<file path="config.mk">
export PLATFORM = sky130hd
export DESIGN_NAME = attack_engine
export DESIGN_NICKNAME = d
export VERILOG_FILES = /design/src/rtl/fight_pkg.sv /design/src/rtl/attack_fsm.sv /design/src/rtl/attack_engine.sv
export SDC_FILE = /design/constraint.sdc
export NUM_CORES = 1
export LEC_CHECK = 0
export ABC_AREA = 1
export BUFFER_PORTS_ARGS = -buffer_cell sky130_fd_sc_hd__buf_2
export CORE_AREA = 2 2 178 180
export CTS_BUF_LIST = sky130_fd_sc_hd__clkbuf_2 sky130_fd_sc_hd__clkbuf_4 sky130_fd_sc_hd__clkbuf_8
export CTS_CLUSTER_SIZE = 28
export DETAILED_ROUTE_END_ITERATION = 7
export DIE_AREA = 0 0 180 182
export PLACE_DENSITY = 0.77
export RECOVER_POWER = 50
export REMOVE_ABC_BUFFERS = 1
export SYNTH_ARGS = -nofsm -noshare
export SYNTH_HDL_FRONTEND = slang
export SYNTH_HIERARCHICAL = 1
export SYNTH_SLANG_ARGS = --single-unit
</file>
<file path="constraint.sdc">
create_clock -name frame_clk -period 6.39 [get_ports frame_clk]
set_input_delay 1.278 -clock frame_clk [delete_from_list [all_inputs] [get_ports frame_clk]]
set_output_delay 1.278 -clock frame_clk [all_outputs]
set_load 0.02 [all_outputs]
</file>
<file path="src/rtl/fight_pkg.sv">
// Shared types and keycodes for the two-player attack engine.
// Latency: n/a (declarations only).
// Backpressure: n/a.
package fight_pkg;

    typedef enum logic [1:0] {
        IDLE    = 2'd0,
        WINDUP  = 2'd1,
        ACTIVE  = 2'd2,
        RECOVER = 2'd3
    } atk_state_t;

    localparam int CNT_W = 8;

    localparam logic [7:0] P1_PUNCH_KEY = 8'h06;
    localparam logic [7:0] P1_KICK_KEY  = 8'h1B;
    localparam logic [7:0] P2_PUNCH_KEY = 8'h11;
    localparam logic [7:0] P2_KICK_KEY  = 8'h10;
    localparam logic [7:0] P1_BLOCK_KEY = 8'h16;
    localparam logic [7:0] P2_BLOCK_KEY = 8'h51;

    // Step a knockback velocity one unit toward zero.
    function automatic logic signed [31:0] kb_decay(input logic signed [31:0] v);
        if (v > 0)      return v - 32'sd1;
        else if (v < 0) return v + 32'sd1;
        else            return v;
    endfunction

endpackage

</file>
<file path="src/rtl/attack_fsm.sv">
// Per-player attack phase machine: edge-detected start, windup/active/recover timing, one-hit latch.
// Latency: phase and flags change on the frame edge after the triggering input.
// Backpressure: none; key presses outside IDLE are simply ignored.
module attack_fsm
    import fight_pkg::*;
#(
    parameter int WINDUP_FRAMES  = 2,
    parameter int ACTIVE_FRAMES  = 3,
    parameter int RECOVER_FRAMES = 6
) (
    input  logic       clk,
    input  logic       reset,
    input  logic       punch_pressed,
    input  logic       kick_pressed,
    input  logic       force_recover,
    input  logic       hit_landed,
    output atk_state_t state,
    output logic       atk_kick,
    output logic       hit_done
);

    localparam logic [CNT_W-1:0] WIND_INIT = CNT_W'(WINDUP_FRAMES - 1);
    localparam logic [CNT_W-1:0] ACT_INIT  = CNT_W'(ACTIVE_FRAMES - 1);
    localparam logic [CNT_W-1:0] REC_INIT  = CNT_W'(RECOVER_FRAMES - 1);

    atk_state_t       state_q, state_d;
    logic [CNT_W-1:0] cnt_q, cnt_d;
    logic             atk_kick_q, atk_kick_d;
    logic             hit_done_q, hit_done_d;
    logic             punch_prev_q, punch_prev_d;
    logic             kick_prev_q, kick_prev_d;
    logic             punch_rise, kick_rise;

    // State register: phase, counter, attack type, hit latch and press history.
    always_ff @(posedge clk) begin
        if (reset) begin
            state_q      <= IDLE;
            cnt_q        <= '0;
            atk_kick_q   <= 1'b0;
            hit_done_q   <= 1'b0;
            punch_prev_q <= 1'b0;
            kick_prev_q  <= 1'b0;
        end else begin
            state_q      <= state_d;
            cnt_q        <= cnt_d;
            atk_kick_q   <= atk_kick_d;
            hit_done_q   <= hit_done_d;
            punch_prev_q <= punch_prev_d;
            kick_prev_q  <= kick_prev_d;
        end
    end

    // Next-state: start on a fresh press, count down each phase, forced recover overrides.
    always_comb begin
        punch_rise   = punch_pressed & ~punch_prev_q;
        kick_rise    = kick_pressed & ~kick_prev_q;
        state_d      = state_q;
        cnt_d        = cnt_q;
        atk_kick_d   = atk_kick_q;
        hit_done_d   = hit_done_q | hit_landed;
        punch_prev_d = punch_pressed;
        kick_prev_d  = kick_pressed;
        case (state_q)
            IDLE: begin
                if (punch_rise || kick_rise) begin
                    state_d    = WINDUP;
                    cnt_d      = WIND_INIT;
                    atk_kick_d = ~punch_rise;  // punch wins a simultaneous press
                    hit_done_d = 1'b0;
                end
            end
            WINDUP: begin
                if (cnt_q != '0) cnt_d = cnt_q - 1'b1;
                else begin
                    state_d = ACTIVE;
                    cnt_d   = ACT_INIT;
                end
            end
            ACTIVE: begin
                if (cnt_q != '0) cnt_d = cnt_q - 1'b1;
                else begin
                    state_d = RECOVER;
                    cnt_d   = REC_INIT;
                end
            end
            default: begin
                if (cnt_q != '0) cnt_d = cnt_q - 1'b1;
                else             state_d = IDLE;
            end
        endcase
        // Being struck during windup cancels the attack straight into recovery.
        if (force_recover && state_q == WINDUP) begin
            state_d = RECOVER;
            cnt_d   = REC_INIT;
        end
    end

    // Outputs come straight from the registers.
    always_comb begin
        state    = state_q;
        atk_kick = atk_kick_q;
        hit_done = hit_done_q;
    end

endmodule

</file>
<file path="src/rtl/attack_engine.sv">
// Two-player punch/kick resolver: phase FSMs, one-hit-per-attack check, decaying signed knockback.
// Latency: hit pulse and knockback appear on the frame edge that samples the ACTIVE attacker.
// Backpressure: none. Optional block support via ATTACK_BLOCK_EN (halves knockback for an idle blocker).
module attack_engine
    import fight_pkg::*;
#(
    parameter int NUM_KEYS       = 4,
    parameter int WINDUP_FRAMES  = 2,
    parameter int ACTIVE_FRAMES  = 3,
    parameter int RECOVER_FRAMES = 6,
    parameter int PUNCH_RANGE    = 120,
    parameter int KICK_RANGE     = 150,
    parameter int PUNCH_YOFF     = 30,
    parameter int KICK_YOFF      = 60,
    parameter int KB_SPEED       = 8
) (
    input  logic                           frame_clk,
    input  logic                           Reset,
    input  logic [NUM_KEYS-1:0][7:0]       keycodes,
    input  logic signed [31:0]             P1Xpos,
    input  logic signed [31:0]             P1Ypos,
    input  logic signed [31:0]             P2Xpos,
    input  logic signed [31:0]             P2Ypos,
    output logic signed [31:0]             p1_knockback,
    output logic signed [31:0]             p2_knockback,
    output logic                           p1_hit,
    output logic                           p2_hit,
    output logic [1:0]                     p1_state,
    output logic [1:0]                     p2_state,
    output logic                           p1_atk_kick,
    output logic                           p2_atk_kick
);

    localparam logic signed [31:0] KB_FULL = KB_SPEED;

    logic p1_punch_prs, p1_kick_prs, p2_punch_prs, p2_kick_prs;
    logic p1_blocking, p2_blocking;
    atk_state_t p1_st, p2_st;
    logic p1_kick, p2_kick, p1_done, p2_done;
    logic p1_strikes, p2_strikes;
    logic signed [31:0] xdiff, xdist, p1_range, p2_range, p1_yoff, p2_yoff;
    logic signed [31:0] p1_kb_amt, p2_kb_amt;

    logic signed [31:0] p1_kb_q, p1_kb_d, p2_kb_q, p2_kb_d;
    logic               p1_hit_q, p1_hit_d, p2_hit_q, p2_hit_d;

    // Scan every keycode slot for each player's keys.
    always_comb begin
        p1_punch_prs = 1'b0;
        p1_kick_prs  = 1'b0;
        p2_punch_prs = 1'b0;
        p2_kick_prs  = 1'b0;
        for (int i = 0; i < NUM_KEYS; i++) begin
            if (keycodes[i] == P1_PUNCH_KEY) p1_punch_prs = 1'b1;
            if (keycodes[i] == P1_KICK_KEY)  p1_kick_prs  = 1'b1;
            if (keycodes[i] == P2_PUNCH_KEY) p2_punch_prs = 1'b1;
            if (keycodes[i] == P2_KICK_KEY)  p2_kick_prs  = 1'b1;
        end
    end

`ifdef ATTACK_BLOCK_EN
    localparam logic signed [31:0] KB_HALF = KB_SPEED >>> 1;
    logic p1_blk_prs, p2_blk_prs;

    // A blocker must hold its key while standing idle.
    always_comb begin
        p1_blk_prs = 1'b0;
        p2_blk_prs = 1'b0;
        for (int i = 0; i < NUM_KEYS; i++) begin
            if (keycodes[i] == P1_BLOCK_KEY) p1_blk_prs = 1'b1;
            if (keycodes[i] == P2_BLOCK_KEY) p2_blk_prs = 1'b1;
        end
        p1_blocking = p1_blk_prs && (p1_st == IDLE);
        p2_blocking = p2_blk_prs && (p2_st == IDLE);
        p1_kb_amt   = p1_blocking ? KB_HALF : KB_FULL;
        p2_kb_amt   = p2_blocking ? KB_HALF : KB_FULL;
    end
`else
    // Blocking is not built in: every hit delivers full knockback.
    always_comb begin
        p1_blocking = 1'b0;
        p2_blocking = 1'b0;
        p1_kb_amt   = KB_FULL;
        p2_kb_amt   = KB_FULL;
    end
`endif

    attack_fsm #(
        .WINDUP_FRAMES (WINDUP_FRAMES),
        .ACTIVE_FRAMES (ACTIVE_FRAMES),
        .RECOVER_FRAMES(RECOVER_FRAMES)
    ) u_p1_fsm (
        .clk          (frame_clk),
        .reset        (Reset),
        .punch_pressed(p1_punch_prs),
        .kick_pressed (p1_kick_prs),
        .force_recover(p2_strikes),
        .hit_landed   (p1_strikes),
        .state        (p1_st),
        .atk_kick     (p1_kick),
        .hit_done     (p1_done)
    );

    attack_fsm #(
        .WINDUP_FRAMES (WINDUP_FRAMES),
        .ACTIVE_FRAMES (ACTIVE_FRAMES),
        .RECOVER_FRAMES(RECOVER_FRAMES)
    ) u_p2_fsm (
        .clk          (frame_clk),
        .reset        (Reset),
        .punch_pressed(p2_punch_prs),
        .kick_pressed (p2_kick_prs),
        .force_recover(p1_strikes),
        .hit_landed   (p2_strikes),
        .state        (p2_st),
        .atk_kick     (p2_kick),
        .hit_done     (p2_done)
    );

    // Hit check for each attacker, then knockback reload or one-step decay.
    always_comb begin
        xdiff      = P1Xpos - P2Xpos;
        xdist      = xdiff[31] ? -xdiff : xdiff;
        p1_range   = p1_kick ? KICK_RANGE : PUNCH_RANGE;
        p2_range   = p2_kick ? KICK_RANGE : PUNCH_RANGE;
        p1_yoff    = p1_kick ? KICK_YOFF : PUNCH_YOFF;
        p2_yoff    = p2_kick ? KICK_YOFF : PUNCH_YOFF;
        p1_strikes = (p1_st == ACTIVE) && !p1_done &&
                     (xdist < p1_range) && ((P1Ypos + p1_yoff) > P2Ypos);
        p2_strikes = (p2_st == ACTIVE) && !p2_done &&
                     (xdist < p2_range) && ((P2Ypos + p2_yoff) > P1Ypos);
        p1_hit_d   = p2_strikes;
        p2_hit_d   = p1_strikes;
        p1_kb_d    = kb_decay(p1_kb_q);
        p2_kb_d    = kb_decay(p2_kb_q);
        if (p2_strikes) p1_kb_d = (P1Xpos >= P2Xpos) ? p1_kb_amt : -p1_kb_amt;
        if (p1_strikes) p2_kb_d = (P2Xpos >= P1Xpos) ? p2_kb_amt : -p2_kb_amt;
    end

    // Knockback and hit-pulse registers.
    always_ff @(posedge frame_clk) begin
        if (Reset) begin
            p1_kb_q  <= '0;
            p2_kb_q  <= '0;
            p1_hit_q <= 1'b0;
            p2_hit_q <= 1'b0;
        end else begin
            p1_kb_q  <= p1_kb_d;
            p2_kb_q  <= p2_kb_d;
            p1_hit_q <= p1_hit_d;
            p2_hit_q <= p2_hit_d;
        end
    end

    assign p1_knockback = p1_kb_q;
    assign p2_knockback = p2_kb_q;
    assign p1_hit       = p1_hit_q;
    assign p2_hit       = p2_hit_q;
    assign p1_state     = p1_st;
    assign p2_state     = p2_st;
    assign p1_atk_kick  = p1_kick;
    assign p2_atk_kick  = p2_kick;

endmodule

</file>
==> results_dict.tcl <==
set metrics [dict create \
    status "complete, no violations" \
    area_growth_pct 13.1 \
    dr_total_vias 16400 \
    cts_buffer_depth 2 \
    yosysMostFrequentCell "nand2_1" \
    startpoint_type "input port" \
    yosysTopAreaCell "nand2_1" \
    cap_violations 0 \
    grt_start_max_net_pins 47 \
    end_kind "flop" \
    crit_fanout 5 \
    slew_viol_final 0 \
    critPathKind "input port to flop" \
    cpMaxStageDelayCell "ha_4" \
    crit_top_cell "inv_1" \
    clock_latency_ns 0.38 \
    die_h_um 182 \
    ant_nets 0 \
    start_util 0.472 \
    place_congestion 0.965 \
    min_path_type "flop to flop" \
    ir_drop_uv 201 \
    dp_cells 3104 \
    synth_top_area_frac 0.185 \
    timing.final.ws_setup_ns 0.284 \
    worst_slew_pin_slew_ns 0.777 \
    synth_commonest_cells "722 x nand2_1, 377 x inv_1, 260 x nor2_1, 185 x ha_1, 146 x nand3_1" \
    cts_buffers 9 \
    ys_ff_latch 94 \
    ys_types 54 \
    stdcell_count 3125 \
    grt_pass1_wl_um 69900 \
    hpwl_um 34700 \
    setup_viol 0 \
    yosysWarnings 6 \
    antenna_found_initial 0 \
    synth_flop_cell "dfxtp_1" \
    num_rows 65 \
    cts.sinks 94 \
    slew_headroom 0.482 \
    cp_num_buf_inv 8 \
    drcViolationCount 0 \
    wl_um 41900 \
    power_density_nw_per_um2 420 \
    cts_root_buf "clkbuf_8" \
    nets 3068 \
    synth.area.top_cells "nand2_1 19%, ha_1 16%, dfxtp_1 13%, inv_1 9.7%, nor2_1 6.7%" \
    synth_edf_count 0 \
    track_usage 0.249 \
    arrival_ns 6.38 \
    synth.avg_cell_area_um2 5.90 \
    path_clk_slew_ns 0.09 \
    synth_area_um2 14600 \
    fin_crit_sh 0.955 \
    required_ns 6.66 \
    drt-initial-drc-count 870 \
    num_io_pins 234 \
    critPathTopFamily "simple AND/OR/NAND/NOR gates" \
    fmax_ghz 0.164 \
    cts_tree "done" \
    diodes 0 \
    place_ws_ns -0.370 \
    fin_util 0.534 \
    async_flop_share 0 \
    drtPass1Iterations 5 \
    seq_area_frac_synth 0.129 \
    syn_inst 2482 \
    dieArea_um2 32800 \
    h-tree-depth 3 \
    avgRoutedWirePerCell_um 13.4 \
    clock_skew_ns 0.0231 \
    leakage_nw 9.25 \
    layout_min_cycle_time_ns 6.11 \
    hold_viol_final 0 \
    core_um2 31000 \
    slowest_delay_ns 0.28 \
    grt.overflow.total 0 \
    drive_gt1_frac 0.125 \
    grt_pass1_vias 15500 \
    cts_hold_buf 0 \
    port_buffers 233 \
    die_w_um 180 \
    via_per_inst 5.25 \
]
==> power breakdown <==
part	internal, mW	total, mW	switching, mW
Sequential	0.826	1.04	0.216
Combinational	2.04	5.49	3.46
Clock	0.183	0.410	0.227
Total	3.05	6.95	3.90
==> sequential cells by signal (all words and copies together) (netlist names), 2 cells and up <==
name and count:
p1_knockback 32, p2_knockback 32, u_p1_fsm/cnt_q 8, u_p2_fsm/cnt_q 8, u_p1_fsm/state 2, u_p2_fsm/state 2
==> routing by layer <==
layer	track usage	share of wire	vias to the layer above
met5	0	0	-
met4	0.0807	0.025	0
met3	0.0291	0.047	74
met2	0.442	0.47	440
met1	0.312	0.45	7427
li1	-	-	8472
==> repair_timing <==
item / 4_1_cts / 5_1_grt
hold endpoints to repair: 0 / 0
gates resized for setup: 0 / 32
setup buffers: 0 / 5
setup endpoints to repair: 0 / 84
==> area by class of cell <==
class | instances | area, um2
tap | 402 | 503
fill | 3173 | 14400
sequential | 94 | 1880
clock inverter | 7 | 71.3
clock buffer | 9 | 124
inverter | 391 | 1470
multi-input combinational | 1965 | 11200
timing repair buffer | 257 | 1290
==> worst reg2reg max path, delay by kind of cell, from the launching register on <==
family	cells	cell delay, ns
and+or+nand+nor	24	2.64
buffers and inverters	8	0.90
AOI/OAI and AO/OA	5	0.78
adders and majority gates	3	0.64
DFF	1	0.32
xor gates and xnor gates	2	0.27
==> final timing paths <==
check / from / end / slack (ns) / depth (start not counted)
worst max-delay path: P2Ypos[1] / u_p1_fsm/cnt_q[2] / 0.28 / 42
worst min-delay path: u_p2_fsm/cnt_q[3] / u_p2_fsm/cnt_q[3] / 0.51 / 2
worst max register to register: u_p2_fsm/atk_kick / u_p1_fsm/cnt_q[2] / 0.75 / 42
worst min register to register: u_p2_fsm/cnt_q[3] / u_p2_fsm/cnt_q[3] / 0.51 / 2
==> stage by stage <==
stage               TNS (ns)  cell area (um2)  hold slack, ns  total power [mW]
detailed placement    -10.48            16300           0.502              6.48
global route          -0.282            16600           0.557              7.82
floorplan                  0            14400           0.471              5.32
finish                     0            16600           0.512              6.95
global placement           0            16300           0.494              6.35
CTS                        0            16500           0.517              6.94
==> logic make-up (layout without fill, tap and decap cells) <==
kind of cell,count (synthesis),after routing,share of synthesized area
xor+xnor,124,124,0.0742
buf+inv,423,664,0.116
compound gates,289,289,0.112
fa+ha+maj,188,188,0.162
flops,94,94,0.129
simple gates,1364,1364,0.408
==> layout by cell type (no fill, tap or decap), drive strengths merged, types with 3 or more instances in the layout <==
cell type | netlist | routed
nand2 | 762 | 762
inv | 390 | 393
nor2 | 297 | 297
ha | 185 | 185
buf | 25 | 184
nand3 | 158 | 158
a21oi | 140 | 140
xor2 | 102 | 102
dfxtp | 94 | 94
o21ai | 85 | 85
clkbuf | 7 | 82
nand4 | 54 | 54
nor4 | 39 | 39
nor3 | 38 | 38
xnor2 | 22 | 22
a31oi | 10 | 10
a21boi | 9 | 9
o21a | 8 | 8
nand3b | 7 | 7
a211oi | 6 | 6
o211ai | 6 | 6
o21bai | 5 | 5
a21o | 5 | 5
o2111ai | 5 | 5
clkinv | 1 | 4
fa | 3 | 3
Note: power is estimated with default switching activity, not from simulation.
